`src/rtl/ccff_bitstream_loader.sv`:
```
// Serializes host bitstream words MSB-first onto the ccff configuration chain.
// Optional CCFF_TAIL_CHECK_EN counts 1s leaving the chain tail during a load.
module ccff_bitstream_loader #(
  parameter int WORD_W    = 32,
  parameter int CHAIN_LEN = 1024,
  parameter int CNT_W     = $clog2(CHAIN_LEN+1)
) (
  input  logic              prog_clk,
  input  logic              pReset_n,
  input  logic              start,
  input  logic [WORD_W-1:0] word_data,
  input  logic              word_valid,
  output logic              word_ready,
  output logic              ccff_head,
  output logic              shift_en,
  input  logic              ccff_tail,
  output logic              busy,
  output logic              done,
  output logic [CNT_W-1:0]  tail_ones
);

  localparam int NWORDS = (CHAIN_LEN + WORD_W - 1) / WORD_W;
  localparam int REM    = CHAIN_LEN % WORD_W;
  localparam int LBITS  = (REM == 0) ? WORD_W : REM;
  localparam int BW     = $clog2(WORD_W+1);
  localparam int AW     = $clog2(NWORDS+1);

  localparam logic [BW-1:0]    FULL_B = BW'(WORD_W);
  localparam logic [BW-1:0]    LAST_B = BW'(LBITS);
  localparam logic [BW-1:0]    ONE_B  = BW'(1);
  localparam logic [AW-1:0]    NW     = AW'(NWORDS);
  localparam logic [AW-1:0]    NW_M1  = AW'(NWORDS-1);
  localparam logic [AW-1:0]    ONE_A  = AW'(1);
  localparam logic [CNT_W-1:0] LEN    = CNT_W'(CHAIN_LEN);
  localparam logic [CNT_W-1:0] ONE_C  = CNT_W'(1);

  typedef enum logic [1:0] {IDLE, LOAD, DONE} state_t;

  state_t            state;
  logic [WORD_W-1:0] sr;
  logic [WORD_W-1:0] hold;
  logic [BW-1:0]     sr_cnt;
  logic [BW-1:0]     hold_bits;
  logic              hold_full;
  logic [AW-1:0]     acc_cnt;
  logic [CNT_W-1:0]  bit_cnt;
  logic              hs;
  logic [BW-1:0]     in_bits;

  assign word_ready = (state == LOAD) && !hold_full
                    && (acc_cnt != NW);
  assign hs         = word_valid && word_ready;
  // The final word only carries the bits that still fit in the chain
  assign in_bits    = (acc_cnt == NW_M1) ? LAST_B : FULL_B;

  always_ff @(posedge prog_clk or negedge pReset_n) begin
    if (!pReset_n) begin
      state     <= IDLE;
      sr        <= '0;
      hold      <= '0;
      sr_cnt    <= '0;
      hold_bits <= '0;
      hold_full <= 1'b0;
      acc_cnt   <= '0;
      bit_cnt   <= '0;
      ccff_head <= 1'b0;
      shift_en  <= 1'b0;
      busy      <= 1'b0;
      done      <= 1'b0;
    end else begin
      unique case (state)
        IDLE, DONE: begin
          shift_en <= 1'b0;
          if (start) begin
            state     <= LOAD;
            busy      <= 1'b1;
            done      <= 1'b0;
            sr        <= '0;
            hold      <= '0;
            sr_cnt    <= '0;
            hold_bits <= '0;
            hold_full <= 1'b0;
            acc_cnt   <= '0;
            bit_cnt   <= '0;
          end
        end
        LOAD: begin
          if (bit_cnt == LEN) begin
            state    <= DONE;
            busy     <= 1'b0;
            done     <= 1'b1;
            shift_en <= 1'b0;
          end else begin
            if (hs) acc_cnt <= acc_cnt + ONE_A;
            unique case (1'b1)
              (sr_cnt != '0): begin
                ccff_head <= sr[WORD_W-1];
                shift_en  <= 1'b1;
                bit_cnt   <= bit_cnt + ONE_C;
                if (sr_cnt == ONE_B && hold_full) begin
                  sr        <= hold;
                  sr_cnt    <= hold_bits;
                  hold_full <= 1'b0;
                end else begin
                  sr     <= sr << 1;
                  sr_cnt <= sr_cnt - ONE_B;
                end
                if (hs) begin
                  hold      <= word_data;
                  hold_bits <= in_bits;
                  hold_full <= 1'b1;
                end
              end
              (sr_cnt == '0 && hold_full): begin
                ccff_head <= hold[WORD_W-1];
                shift_en  <= 1'b1;
                bit_cnt   <= bit_cnt + ONE_C;
                sr        <= hold << 1;
                sr_cnt    <= hold_bits - ONE_B;
                hold_full <= 1'b0;
              end
              (sr_cnt == '0 && !hold_full && hs): begin
                ccff_head <= word_data[WORD_W-1];
                shift_en  <= 1'b1;
                bit_cnt   <= bit_cnt + ONE_C;
                sr        <= word_data << 1;
                sr_cnt    <= in_bits - ONE_B;
              end
              default: shift_en <= 1'b0;
            endcase
          end
        end
        default: state <= IDLE;
      endcase
    end
  end

`ifdef CCFF_TAIL_CHECK_EN
  logic [CNT_W-1:0] tail_q;

  always_ff @(posedge prog_clk or negedge pReset_n) begin
    if (!pReset_n) begin
      tail_q <= '0;
    end else if (start && state != LOAD) begin
      tail_q <= '0;
    end else if (shift_en && ccff_tail && tail_q != LEN) begin
      tail_q <= tail_q + ONE_C;
    end
  end

  assign tail_ones = tail_q;
`else
  logic unused_tail;
  assign unused_tail = ccff_tail;
  assign tail_ones   = '0;
`endif

endmodule

```
`config.mk`:
```
export PLATFORM = sky130hd
export DESIGN_NAME = ccff_bitstream_loader
export DESIGN_NICKNAME = d
export VERILOG_FILES = /design/src/rtl/ccff_bitstream_loader.sv
export SDC_FILE = /design/constraint.sdc
export NUM_CORES = 1
export LEC_CHECK = 0
export ABC_AREA = 1
export BUFFER_PORTS_ARGS = -buffer_cell sky130_fd_sc_hd__clkbuf_2
export CAP_MARGIN = 15
export CELL_PAD_IN_SITES_DETAIL_PLACEMENT = 1
export CELL_PAD_IN_SITES_GLOBAL_PLACEMENT = 1
export CORE_MARGIN = 2
export CORE_UTILIZATION = 30
export CTS_BUF_LIST = sky130_fd_sc_hd__clkbuf_4 sky130_fd_sc_hd__clkbuf_8 sky130_fd_sc_hd__clkbuf_16
export CTS_CLUSTER_SIZE = 12
export DETAILED_ROUTE_END_ITERATION = 6
export PLACE_DENSITY = 0.62
export SKIP_LAST_GASP = 1
export SLEW_MARGIN = 20
export SYNTH_ARGS = -nofsm -noshare
export SYNTH_HDL_FRONTEND = slang
export SYNTH_SLANG_ARGS = --single-unit
```
`constraint.sdc`:
```
create_clock -name prog_clk -period 4.1 [get_ports prog_clk]
set_input_delay 0 -clock prog_clk [delete_from_list [all_inputs] [get_ports prog_clk]]
set_output_delay 0 -clock prog_clk [all_outputs]
set_load 0.05 [all_outputs]
```
==> After elaboration in Yosys (flattened, before gate mapping) <==
Index checks and enable logic that the tools add are counted.
{ "op_classes": {"n_eq_ne": 14, "reduce_logical": 23, "n_bitwise": 1, "mux": 43, "addsub": 4} }
{ "op_table": {"columns": ["cell", "count"], "rows": [
  ["$mux W32", 6],
  ["$pmux W32 S2", 2],
  ["$pmux W32 S3", 1],
  ["$mux W6", 8],
  ["$pmux W6 S2", 3],
  ["$mux W11", 3],
  ["$pmux W11 S2", 1],
  ["$pmux W6 S3", 1],
  ["$reduce_and A4 Y1", 3],
  ["$sub A6 B1 Y6 const B", 2],
  ["$add A11 B1 Y11 const B", 1],
  ["$eq A11 B11 Y1 const B", 1],
  ["$pmux W1 S2", 5],
  ["$reduce_and A5 Y1", 2],
  ["$mux W1", 9],
  ["$ne A2 B2 Y1 const B", 4],
  ["$logic_and A1 B1 Y1", 7],
  ["$add A6 B1 Y6 const B", 1],
  ["$eq A6 B1 Y1 const B", 1],
  ["$logic_not A6 Y1", 1],
  ["$ne A6 B6 Y1 const B", 1],
  ["$reduce_and A3 Y1", 2],
  ["$reduce_bool A6 Y1", 1],
  ["$mux W2", 2],
  ["other kinds (16)", 17]
]} }
{ "totals": {"input_bits": 37, "regBits": 100} }

==> Longest topological paths before layout <==
{ "depth": {"depth_word": 9, "depth_mapped": 14, "ltp_nobuf": 12} }

==> Least setup slack after synthesis <==
No wires, ideal clock.
{ "synth_timing": {"path_type": "register to register", "from": "register acc_cnt[0]", "to": "register sr_cnt[4]", "stages_incl_launch_ff": 15, "n_path_buf": 2, "setup_time_ps": 123, "t_arrival_ps": 1527, "synth_period_minus_slack_ps": 1650, "t_required_ps": 3977, "path_slack_ps": 2450, "cell_sequence": "dfrtp_1 -> inv_1 -> ha_1 -> nand2_1 -> inv_1 -> nand3_1 -> nand3_4 -> nand2_1 -> nand2_1 -> nand2_1 -> inv_2 -> buf_6 -> buf_6 -> nand2_1 -> nand2_1"} }
{ "synth_between": {"elab_chain_len": 7, "word_cells_on_any_way": 9, "cone_classes": "eq/ne: 2; mux: 3; reduce/logical: 4"} }
{ "synth_lines": {"columns": ["element", "line", "source"], "rows": [
  ["start: declaration", "45", "logic [AW-1:0] acc_cnt;"],
  ["start signal: assignment", "94", "if (hs) acc_cnt <= acc_cnt + ONE_A;"],
  ["$ne A6 B6 Y1 (*)", "51", "&& (acc_cnt != NW);"],
  ["$logic_and A1 B1 Y1 (*)", "51", null],
  ["$logic_and A1 B1 Y1 (*)", "52", "assign hs = word_valid && word_ready;"],
  ["$logic_and A1 B1 Y1 (*)", "122", "(sr_cnt == '0 && !hold_full && hs): begin"],
  ["$pmux W6 S3", "95", "unique case (1'b1)"],
  ["$mux W6", "88", "if (bit_cnt == LEN) begin"],
  ["$pmux W6 S2", "71", "unique case (state)"],
  ["end signal: assignment", "102", "sr_cnt <= hold_bits;"],
  ["end signal: assignment", "119", "sr_cnt <= hold_bits - ONE_B;"],
  ["end signal: assignment", "127", "sr_cnt <= in_bits - ONE_B;"],
  ["end: declaration", "42", "logic [BW-1:0] sr_cnt;"]
]} }
Every way passes the cells marked *; elsewhere a longest branch is shown, timed or not. The select of a mux whose other input is x is not followed.
A chain may end at the register's enable or synchronous reset.

==> Worst setup path after layout <==
{ "layout_timing": {"from": "register state[1]", "to": "register hold[30]"} }
{ "layout_between": {"elab_chain_len": 6, "word_cells_on_any_way": 14, "cone_classes": "eq/ne: 6; mux: 1; reduce/logical: 7"} }
{ "layout_lines": {"columns": ["element", "line", "source"], "rows": [
  ["start: declaration", "39", "state_t state;"],
  ["start signal: assignment", "58", "state <= IDLE;"],
  ["start signal: assignment", "75", "state <= LOAD;"],
  ["start signal: assignment", "89", "state <= DONE;"],
  ["$eq A2 B1 Y1", "50, 71", null],
  ["$logic_and A1 B1 Y1", "50", "assign word_ready = (state == LOAD) && !hold_full"],
  ["$logic_and A1 B1 Y1", "51", null],
  ["$logic_and A1 B1 Y1", "52", null],
  ["$ne A2 B2 Y1 (no line)", null, null],
  ["$reduce_and A5 Y1 (no line)", null, null],
  ["end signal: assignment", "109", "hold <= word_data;"],
  ["end: declaration", "41", "logic [WORD_W-1:0] hold;"]
]} }
Parallel ways exist; a longest one is shown, timed or not.

==> summary.txt <==
Status: finished clean
Mux cell area share after synthesis: 0
Total power: 0.00414 W
Yosys warns: 0
Synth Area in Adders: 0.0156
Commonest non-fill, non-tap cell in the layout: nand2_1
CP Launch Type: register
LEAKAGE: 3.39 nW
Req. time, crit path: 4380 ps
DR vias: 5025
Resized cells post-CTS: 0
Crit-path cells: inv_1, nand2_2, inv_2, o21ai_1, nand2_1, nand2_2, nor2_4, buf_4, nand2_1, o21ai_1
CTS buffer count: 9
Flop pwr share: 0.369
Crit share post-route: 0.736
Post-layout net count: 909
Post-route setup TNS: 0 ps
Largest family of logic cells by synthesized area: simple AND/OR/NAND/NOR gates
Layout cells sized above 1: 0.0966
NetSw: 0.00178 W
Final setup violating endpoints: 0
Hold Path Class: primary input to register
Fmax: 0.332 GHz
Worst path slowest cell: nor2_4
Global-route wire length before repair: 26.6 mm
Final hold vios: 0
Vias per cell: 4.57
Max-slew violation count: 0
Area Growth Syn to Fin: 16.4%
Pwr/cell area: 635 nW/µm²
Std-Cell Core Area: 18100 µm²
Critical Path Max Stage Delay: 760 ps
Clock share of power: 0.214
CP endpoint kind: register
Max-cap violations: 0
Sequential area share after synthesis: 0.425
Pre-antenna DRT Iters: 4
Number of global-route vias before repair: 5285
Max Root-Sink Buffers: 2
Switching Share: 0.430
Worst slew margin: 0.349
Complex-gate fraction of the synthesized area: 0.115
Routed WL per cell: 13.8 µm
Mapped Cells: 810
# rows: 49
XOR/XNOR Fraction of Synth Area: 0.0110
CTS tree: built
Reg clk slew, reported paths: 70 ps
Clk_lat worst skew: 360 ps
#FFs+latches synth: 95
Ant diodes: 0
DRT iter0 DRCs: 175
Largest net degree at the start of global routing: 64
Synth cell types: 34
Final ANT Viol Nets: 0
I/O pin cnt: 53
Routed Wire Length: 15.2 mm
Chip height: 141 µm
GRT overflow: 0
Initial antenna violation count: 0
Internal: 0.00236 W
Largest vdd supply drop: 0.301 mV
Post-DP Area: 5870 µm²
Chip width: 141 µm
Gpl congestion: 0.713
Fin area: 6520 µm²
Worst slew pin tran: 974 ps
RSZ-0062 raised after global routing: false
Root Buffer: clkbuf_16
# fillers: 2290
Mapped cell area: 5600 µm²
WP data arrival: 3290 ps
CP Max Fanout: 39
H-tree levels: 3
Multi-input logic area: 2580 µm²
FF+latch area: 2380 µm²
Clock sink count: 95
Most frequent cells in the layout: nand2_1 (288), dfrtp_1 (95), inv_1 (91), nor2_1 (91), o21ai_0 (52)
Synth Area in Simple Gates: 0.312
DRC Markers: 0
Avg Cell Area, Syn: 6.91 µm²
PortBufs: 40
Crit path max-delay family: simple AND/OR/NAND/NOR gates
Post-DP HPWL: 9.54 mm
Post-CTS setup buffers: 0
Die ar.: 19800 µm²
Comb power frac: 0.417
WP buf/inv: 3
Starting density of the core: 0.308
Clock Skews: 13.8 ps
Critical path type: register to register
Final min period: 3020 ps
All-Layer GR Usage: 0.166
-- tightest hold or removal path, cell delays in order --
cell and delay, ps:
clkbuf_2 110, nand3_4 120, nand2_1 80, nand2_1 100, nand2_1 60
-- flip-flops by register name, indices dropped and copies added (netlist names) --
register / cells
hold: 32
sr: 32
bit_cnt: 11
acc_cnt: 6
sr_cnt: 6
state: 2
busy: 1
ccff_head: 1
done: 1
hold_bits: 1
hold_full: 1
shift_en: 1
-- cell usage after synthesis --
cell type / instances / area (µm²)
inv_2: 4 / 15.0
xor2_1: 6 / 52.6
clkbuf_2: 1 / 5.00
o21bai_1: 1 / 7.51
nor2_1: 91 / 342
nor2_2: 1 / 6.26
xnor2_1: 1 / 8.76
nand2_1: 289 / 1080
nand4_1: 4 / 25.0
buf_2: 18 / 90.1
nor3_2: 1 / 10.0
inv_1: 91 / 342
o31ai_1: 1 / 7.51
nand2_2: 2 / 12.5
a21oi_1: 34 / 170
clkbuf_1: 8 / 30.0
o21ai_0: 52 / 260
o21ai_2: 1 / 8.76
nand3_1: 26 / 130
nor3_1: 3 / 15.0
or2_2: 2 / 12.5
o211ai_1: 1 / 7.51
clkinv_1: 1 / 3.75
nor2_4: 5 / 56.3
dfrtp_1: 95 / 2380
nand3_4: 1 / 17.5
buf_6: 8 / 90.1
o21ai_1: 36 / 180
nand3b_1: 1 / 7.51
nand4_2: 1 / 12.5
ha_1: 7 / 87.6
conb_1: 1 / 3.75
buf_4: 14 / 105
and2_1: 2 / 12.5
-- power by group through the flow --
stage	combinational (W)	sequential (W)	clock [W]
CTS	0.00177	0.00153	0.000921
global route	0.00205	0.00158	0.000949
floorplan	0.00134	0.00154	0
detailed placement	0.00174	0.00155	0
finish	0.00172	0.00153	0.000886
global placement	0.00170	0.00154	0
-- cell type report --
class                   instances  share of cell area
repair buffers                 83              0.0937
clock buffers                  10              0.0357
well taps                     229              0.0440
flip-flops and latches         95               0.365
clock inverters                 6              0.0108
multi-input cells             580               0.396
inverters                      96              0.0553
-- routing by layer --
metal | part of all wire | GRT usage | vias to the layer above | wire length (µm)
met3 | 0.020 | 0.0313 | 8 | 310
met1 | 0.51 | 0.227 | 2397 | 7780
li1 | - | - | 2579 | -
met5 | 0 | 0 | - | 0
met2 | 0.46 | 0.275 | 41 | 6950
met4 | 0.0087 | 0.0337 | 0 | 132
-- cell families after synthesis --
kind of cell,Yosys count
buffers and inverters,145
AOI/OAI and AO/OA,126
adders and majority gates,7
and+or+nand+nor,429
other,1
xor gates and xnor gates,7
DFF,95
-- through the flow --
stage	setup slack [ps]	cells	hold slack, ps	util
after floorplan	2450	820	-296	-
after global placement	1070	1049	190	0.324
after detailed placement	1000	1049	193	0.324
after CTS	973	1099	148	0.359
after global routing	633	1099	191	0.359
final	1080	1099	148	0.359
-- final timing paths --
kind	from	end	slack [ps]	cells after the start
min in group asynchronous	pReset_n	hold[10]	300	2
max	state[1]	hold[30]	1080	10
min reg2reg	sr[20]	sr[20]	480	2
max reg2reg	state[1]	hold[30]	1080	10
min	word_valid	shift_en	150	5
max in group asynchronous	pReset_n	sr[16]	2780	3
-- timing repair --
action,CTS,global route
hold buffers,34,0
endpoints found under the setup margin,0,0
endpoints found under the hold margin,125,0
Note: power is estimated with default switching activity, not from simulation.
